$ cat src/rtl/tdc_echo_meter.sv
// tdc_echo_meter: multi-channel round-trip time-to-digital converter.
// Fires a test pulse, timestamps the first echo edge per channel with a
// coarse cycle count plus a fine delay-line code, then streams one result
// word per channel over a valid/ready port.
// Optional feature macro: TDC_BUBBLE_FILTER_EN selects a popcount fine code
// (bubble tolerant) with one extra pipeline register; otherwise the fine
// code is the highest set tap index + 1 and is captured without delay.

module tdc_echo_meter #(
   parameter int  NCH       = 2,
   parameter int  TAPS      = 64,
   parameter int  COARSE_W  = 16,
   parameter int  PULSE_LEN = 4,
   parameter int  TIMEOUT   = 1000,
   localparam int FW        = $clog2(TAPS) + 1
) (
   input  logic                clk,
   input  logic                rst_n,
   input  logic                start,
   input  logic                free_run,
   output logic                test_out,
   input  logic [NCH*TAPS-1:0] taps_i,
   output logic                res_valid,
   input  logic                res_ready,
   output logic [2:0]          res_ch,
   output logic [COARSE_W-1:0] res_coarse,
   output logic [FW-1:0]       res_fine,
   output logic [1:0]          res_flags,
   output logic                busy
);

   localparam logic [COARSE_W-1:0] PL_END  = COARSE_W'(PULSE_LEN - 1);
   localparam logic [COARSE_W-1:0] TO_CNT  = COARSE_W'(TIMEOUT);
   localparam logic [2:0]          LAST_CH = 3'(NCH - 1);

   typedef enum logic [1:0] {IDLE, FIRE, WAIT, DRAIN} state_t;

   state_t              state, state_nxt;
   logic [COARSE_W-1:0] cnt;
   logic [2:0]          rd_idx;

   logic [NCH-1:0]      done;
   logic [COARSE_W-1:0] cap_coarse [NCH];
   logic [FW-1:0]       cap_fine   [NCH];
   logic [1:0]          cap_flags  [NCH];

   logic                live;
   logic                arm;
   logic                tmo;
   logic [NCH-1:0]      seen;
   logic [NCH-1:0]      hit_cm;
   logic [NCH-1:0]      done_now;
   logic [COARSE_W-1:0] cnt_cm;
   logic [FW-1:0]       fine_cm [NCH];

   // Coarse counter increment that sticks at all ones instead of wrapping.
   function automatic logic [COARSE_W-1:0] sat_inc(input logic [COARSE_W-1:0] c);
      return (c == '1) ? c : c + 1'b1;
   endfunction

`ifdef TDC_BUBBLE_FILTER_EN
   // Number of set taps; tolerant to isolated bubbles in the thermometer code.
   function automatic logic [FW-1:0] pop_fine(input logic [TAPS-1:0] s);
      logic [FW-1:0] r;
      r = '0;
      for (int i = 0; i < TAPS; i++) r = r + FW'(s[i]);
      return r;
   endfunction
`else
   // Highest set tap index plus one; zero when no tap is set.
   function automatic logic [FW-1:0] prio_fine(input logic [TAPS-1:0] s);
      logic [FW-1:0] r;
      r = '0;
      for (int i = 0; i < TAPS; i++) if (s[i]) r = FW'(i + 1);
      return r;
   endfunction
`endif

   assign live = (state == FIRE) || (state == WAIT);
   assign arm  = (state == FIRE) && (cnt == '0);

   // Per-channel edge presence: any tap set in the channel slice.
   always_comb begin
      seen = '0;
      for (int c = 0; c < NCH; c++) seen[c] = |taps_i[c*TAPS +: TAPS];
   end

`ifdef TDC_BUBBLE_FILTER_EN
   logic [NCH-1:0]      hit_p0;
   logic [NCH-1:0]      vld_p1;
   logic [FW-1:0]       fine_p1 [NCH];
   logic [COARSE_W-1:0] cnt_p1;

   // Detection: first nonzero slice on an armed, idle channel with no capture in flight.
   always_comb begin
      hit_p0 = '0;
      for (int c = 0; c < NCH; c++)
         hit_p0[c] = live && !arm && !done[c] && !vld_p1[c] && seen[c];
   end

   // Stage p0 -> p1: detection flag travels with its popcount and counter value.
   always_ff @(posedge clk or negedge rst_n) begin
      if (!rst_n) vld_p1 <= '0;
      else        vld_p1 <= hit_p0;
   end

   // Data half of the p1 stage; never read unless vld_p1 is set.
   always_ff @(posedge clk) begin
      cnt_p1 <= cnt;
      for (int c = 0; c < NCH; c++) fine_p1[c] <= pop_fine(taps_i[c*TAPS +: TAPS]);
   end

   // Commit point sits one stage after detection.
   always_comb begin
      hit_cm = vld_p1 & {NCH{live}};
      cnt_cm = cnt_p1;
      for (int c = 0; c < NCH; c++) fine_cm[c] = fine_p1[c];
   end
`else
   // Commit point is the detection cycle itself.
   always_comb begin
      hit_cm = '0;
      cnt_cm = cnt;
      for (int c = 0; c < NCH; c++) begin
         hit_cm[c]  = live && !arm && !done[c] && seen[c];
         fine_cm[c] = prio_fine(taps_i[c*TAPS +: TAPS]);
      end
   end
`endif

   // A capture landing in the timeout cycle counts as done, so it beats the timeout.
   assign done_now = done | hit_cm;
   assign tmo      = (state == WAIT) && (cnt_cm >= TO_CNT);

   // State register.
   always_ff @(posedge clk or negedge rst_n) begin
      if (!rst_n) state <= IDLE;
      else        state <= state_nxt;
   end

   // Next-state decode and state-driven outputs.
   always_comb begin
      state_nxt = state;
      test_out  = 1'b0;
      busy      = 1'b1;
      res_valid = 1'b0;
      case (state)
         IDLE: begin
            busy = 1'b0;
            if (start || free_run) state_nxt = FIRE;
         end
         FIRE: begin
            test_out = 1'b1;
            if (cnt >= PL_END) state_nxt = WAIT;
         end
         WAIT: begin
            if ((&done_now) || tmo) state_nxt = DRAIN;
         end
         DRAIN: begin
            res_valid = 1'b1;
            if (res_ready && (rd_idx == LAST_CH)) state_nxt = IDLE;
         end
         default: state_nxt = IDLE;
      endcase
   end

   // Coarse counter: zero in the first FIRE cycle, saturating count through WAIT.
   always_ff @(posedge clk or negedge rst_n) begin
      if (!rst_n)                                 cnt <= '0;
      else if (state == IDLE && state_nxt == FIRE) cnt <= '0;
      else if (live)                              cnt <= sat_inc(cnt);
   end

   // Drain pointer: steps per accepted word, back to channel 0 after the last.
   always_ff @(posedge clk or negedge rst_n) begin
      if (!rst_n)
         rd_idx <= '0;
      else if (state != DRAIN)
         rd_idx <= '0;
      else if (res_ready)
         rd_idx <= (rd_idx == LAST_CH) ? 3'd0 : rd_idx + 3'd1;
   end

   // Per-channel capture: arm/stuck check, echo capture, or timeout fill.
   always_ff @(posedge clk or negedge rst_n) begin
      if (!rst_n) begin
         done <= '0;
         for (int c = 0; c < NCH; c++) begin
            cap_coarse[c] <= '0;
            cap_fine[c]   <= '0;
            cap_flags[c]  <= '0;
         end
      end else begin
         for (int c = 0; c < NCH; c++) begin
            if (arm) begin
               done[c]       <= seen[c];
               cap_coarse[c] <= '0;
               cap_fine[c]   <= '0;
               cap_flags[c]  <= seen[c] ? 2'b10 : 2'b00;
            end else if (hit_cm[c]) begin
               done[c]       <= 1'b1;
               cap_coarse[c] <= cnt_cm;
               cap_fine[c]   <= fine_cm[c];
               cap_flags[c]  <= 2'b00;
            end else if (tmo && !done[c]) begin
               done[c]       <= 1'b1;
               cap_coarse[c] <= '1;
               cap_fine[c]   <= '0;
               cap_flags[c]  <= 2'b01;
            end
         end
      end
   end

   // Result word selected by the drain pointer; captures are frozen during DRAIN.
   always_comb begin
      res_ch     = rd_idx;
      res_coarse = '0;
      res_fine   = '0;
      res_flags  = '0;
      for (int c = 0; c < NCH; c++) begin
         if (rd_idx == 3'(c)) begin
            res_coarse = cap_coarse[c];
            res_fine   = cap_fine[c];
            res_flags  = cap_flags[c];
         end
      end
   end

endmodule

$ cat config.mk
export PLATFORM = sky130hd
export DESIGN_NAME = tdc_echo_meter
export DESIGN_NICKNAME = d
export VERILOG_FILES = /design/src/rtl/tdc_echo_meter.sv
export SDC_FILE = /design/constraint.sdc
export NUM_CORES = 1
export LEC_CHECK = 0
export ABC_AREA = 1
export CORE_MARGIN = 2
export CORE_UTILIZATION = 50
export CTS_BUF_LIST = sky130_fd_sc_hd__clkbuf_4
export DETAILED_ROUTE_END_ITERATION = 10
export PLACE_DENSITY = 0.83
export SLEW_MARGIN = 20
export SYNTH_ARGS = -nofsm -noshare
export SYNTH_HDL_FRONTEND = slang
export SYNTH_SLANG_ARGS = --single-unit
$ cat constraint.sdc
create_clock -name clk -period 3.9 [get_ports clk]
set_clock_uncertainty 0.2 [all_clocks]
set_input_delay 0.78 -clock clk [delete_from_list [all_inputs] [get_ports clk]]
set_output_delay 0.78 -clock clk [all_outputs]
set_load 0.005 [all_outputs]
==> summary.txt <==
Job
  – Max-Cap Viols: 0

Floorplanning
  – Die H: 111 um
  – Top Ports: 164
  – Initial Utilization: 51.8%
  – FP Rows: 38
  – Core area: 11000 um2
  – Die X: 111 um
  – Die Area: 12300 um2

Routing
  – DR iter-0 viols: 430
  – Vias per cell: 5.13
  – DR WL/cell: 13.7 um
  – DRT antenna net count: 0
  – Vias: 6443
  – WL final: 17200 um
  – DRT Pass-1 Iters: 5
  – DRC Markers: 0

Cells and area
  – Layout area overhead: 42.9%
  – Fillers: 904
  – Share of cells above drive strength 1: 12.6%
  – Final nets: 1251
  – Final core occ: 74.1%
  – Final Cell Area: 8140 um2
  – ANT cells: 0

Logic synthesis
  – Sequential area share after synthesis: 32.1%
  – Post-synth top area share: 32.1%
  – YS warnings: 0
  – Syn_nets: 1020
  – Ys async rst share: 100%
  – Syn avg cell area: 6.47 um2
  – Leading area contributor after synthesis: dfrtp_1
  – Ys flop type: dfrtp_1
  – Post-synth EDFFs: 0
  – Post-Syn Area: 5690 um2
  – Most area-consuming cells after synthesis: dfrtp_1 (32%), nand2_1 (14%), inv_1 (13%)
  – Synth unique cells: 37
  – Post-synthesis register bit count: 73
  – Syn Inst Count: 880

STA
  – Final setup violation count: 2
  – Crit path time final: 4.03 ns
  – Worst setup margin: -0.129 ns
  – Final Max Slew Viols: 0
  – Worst-margin pin slew: 0.530 ns
  – Final hold vios: 0
  – Unrepaired setup endpoints after global routing: yes
  – Tcrit/Tclk final: 103%
  – Hold slack final: 0.0898 ns
  – Rel. slew slack: 64.6%
  – Fmax: 0.248 GHz

Placement
  – DP HPWL: 13800 um
  – Number of port buffers: 163
  – Placed Area: 7960 um2
  – Pre-CTS setup slack: -0.834 ns
  – GP Congestion: 0.955

Power and ir drop
  – P_leak: 4.30 nW
  – VDD IR-drop max: 0.000441 V
  – Pwr dens: 531 nW/um2

Critical path
  – Peak fanout along the critical path: 2
  – Crit-path slowest cell: clkdlybuf4s50_1
  – Crit start category: input pin
  – Flop2flop setup slack: 0.53 ns
  – Required time of the critical path: 4.05 ns
  – Most used cell, CP: nand2_1
  – Critical Path End Type: flop
  – WP data arrival: 4.18 ns
  – CP Class: input pin to flop
  – Worst path max stage delay: 0.49 ns
  – Reg2Reg Capture Point: cnt[9]
  – Worst Reg2Reg Path Length in Cells: 22
  – R2R Path Start: state[1]

Clock tree
  – Total number of H-tree levels: 3
  – Clock sink total: 73
  – Clk Latency, worst-skew pair: 0.44 ns
  – Root buffer cell: clkbuf_4
  – CTS tree: yes
  – Reg clk slew, reported paths: 0.14 ns
  – Clock Path Buffers: 2
  – Total CTS buffers: 9
  – CTS Hold Bufs: 0

GRT
  – First-pass GRT wire length: 28600 um
  – GRT overflow: 0
  – Initial antenna violation count: 0
  – Number of global-route vias before repair: 6273
  – Tot GR Track Use: 28.1%
  – Largest net degree at the start of global routing: 28

Outcome
  – Failing checks: setup timing
  – Status: finished, violations left

Worst hold path
  – Worst hold path type: input pin to async pin
## power by group
group          switching (W)  internal (W)
clock               0.000307      0.000142
sequential          0.000186       0.00109
combinational        0.00136       0.00123
## synthesized netlist by cell type, drive strengths merged (3+ instances only)
| cell type | number |
|---|---|
| inv | 222 |
| nand2 | 210 |
| nor2 | 85 |
| dfrtp | 73 |
| nand3 | 45 |
| o21ai | 43 |
| nor3 | 28 |
| a21oi | 22 |
| nor4 | 20 |
| o22ai | 20 |
| nand4 | 18 |
| o221ai | 16 |
| bufinv | 13 |
| a22oi | 9 |
| clkbuf | 8 |
| ha | 7 |
| a32o | 6 |
| a31oi | 5 |
| o31ai | 4 |
| clkinv | 3 |
| o211ai | 3 |
| xnor2 | 3 |
## repair_timing
action | 4_1_cts | 5_1_grt
gates resized for setup | 21 | 37
setup endpoints to repair | 2 | 11
pin swaps | 24 | 87
buffers inserted | 0 | 0
## how the worst max path moves through the flow
stage,startpoint,to,cells after the start
2_1_floorplan,taps_i[43],done[0],15
3_3_place_gp,taps_i[65],cap_fine[0],66
3_5_place_dp,taps_i[65],cap_fine[0],66
4_1_cts,taps_i[69],cap_fine[0],62
5_1_grt,taps_i[65],cap_fine[0],66
6_report,taps_i[75],cap_fine[0],56
## area by class of cell
class / count / area (um2) / share of cell area, %
clock inverter: 7 / 61.3 / 0.753
multi-input combinational: 559 / 2820 / 34.6
inverter: 238 / 1070 / 13.2
tap: 140 / 175 / 2.15
sequential: 73 / 1830 / 22.5
timing repair buffer: 230 / 2120 / 26.0
clock buffer: 9 / 67.6 / 0.830
## worst max-delay path: cells and delay by family
family                 cells  cell delay [ns]
buffers and inverters      2             0.67
and+or+nand+nor           54             2.75
## sequential cells by signal, summed over array words and instances (netlist names)
| signal | flops |
|---|---|
| cnt | 16 |
| res_ch | 3 |
| cap_flags | 4 |
| done | 2 |
| cap_fine | 14 |
| cap_coarse | 32 |
| state | 2 |
## stage by stage
stage	power (W)	std cells	setup TNS, ns
2_1_floorplan	0.00265	880	0
3_3_place_gp	0.00377	1240	-8.71
3_5_place_dp	0.00385	1240	-8.88
4_1_cts	0.00430	1256	-0.157
5_1_grt	0.00468	1256	-1.32
6_report	0.00432	1256	-0.162
## per-layer routing
metal | global-route usage (%) | up-vias | wire length, um
li1 | - | 3276 | -
met1 | 37.4 | 2864 | 7720
met2 | 46.4 | 255 | 7860
met3 | 4.05 | 48 | 1130
met4 | 11.2 | 0 | 521
met5 | 0 | - | 0
## kinds of logic (layout without fill, tap and decap cells)
family | count (synthesis) | in the layout | synth area share (%)
AO/OA/AOI/OAI | 139 | 139 | 15.7
XOR/XNOR | 5 | 5 | 0.769
adder cells (fa/ha/maj) | 7 | 7 | 1.54
buffers and inverters | 248 | 484 | 19.5
flip-flops | 73 | 73 | 32.1
AND/OR/NAND/NOR | 408 | 408 | 30.4
## layout by cell type (no fill, tap or decap), drive strengths merged, types with 3 or more instances in the layout
cell           netlist  routed
clkbuf               8      13
a22oi                9       9
a31oi                5       5
xnor2                3       3
nand2              210     210
inv                222     226
nor4                20      20
nor3                28      28
dlymetal6s2s         0       4
o211ai               3       3
a21oi               22      22
buf                  2      72
clkdlybuf4s50        0     143
o21ai               43      43
dlygate4sd2          0       5
clkinv               3       4
ha                   7       7
nor2                85      85
o31ai                4       4
bufinv              13      13
nand3               45      45
o221ai              16      16
dfrtp               73      73
a32o                 6       6
o22ai               20      20
nand4               18      18
No activity file was read; power rests on OpenSTA's default activity.
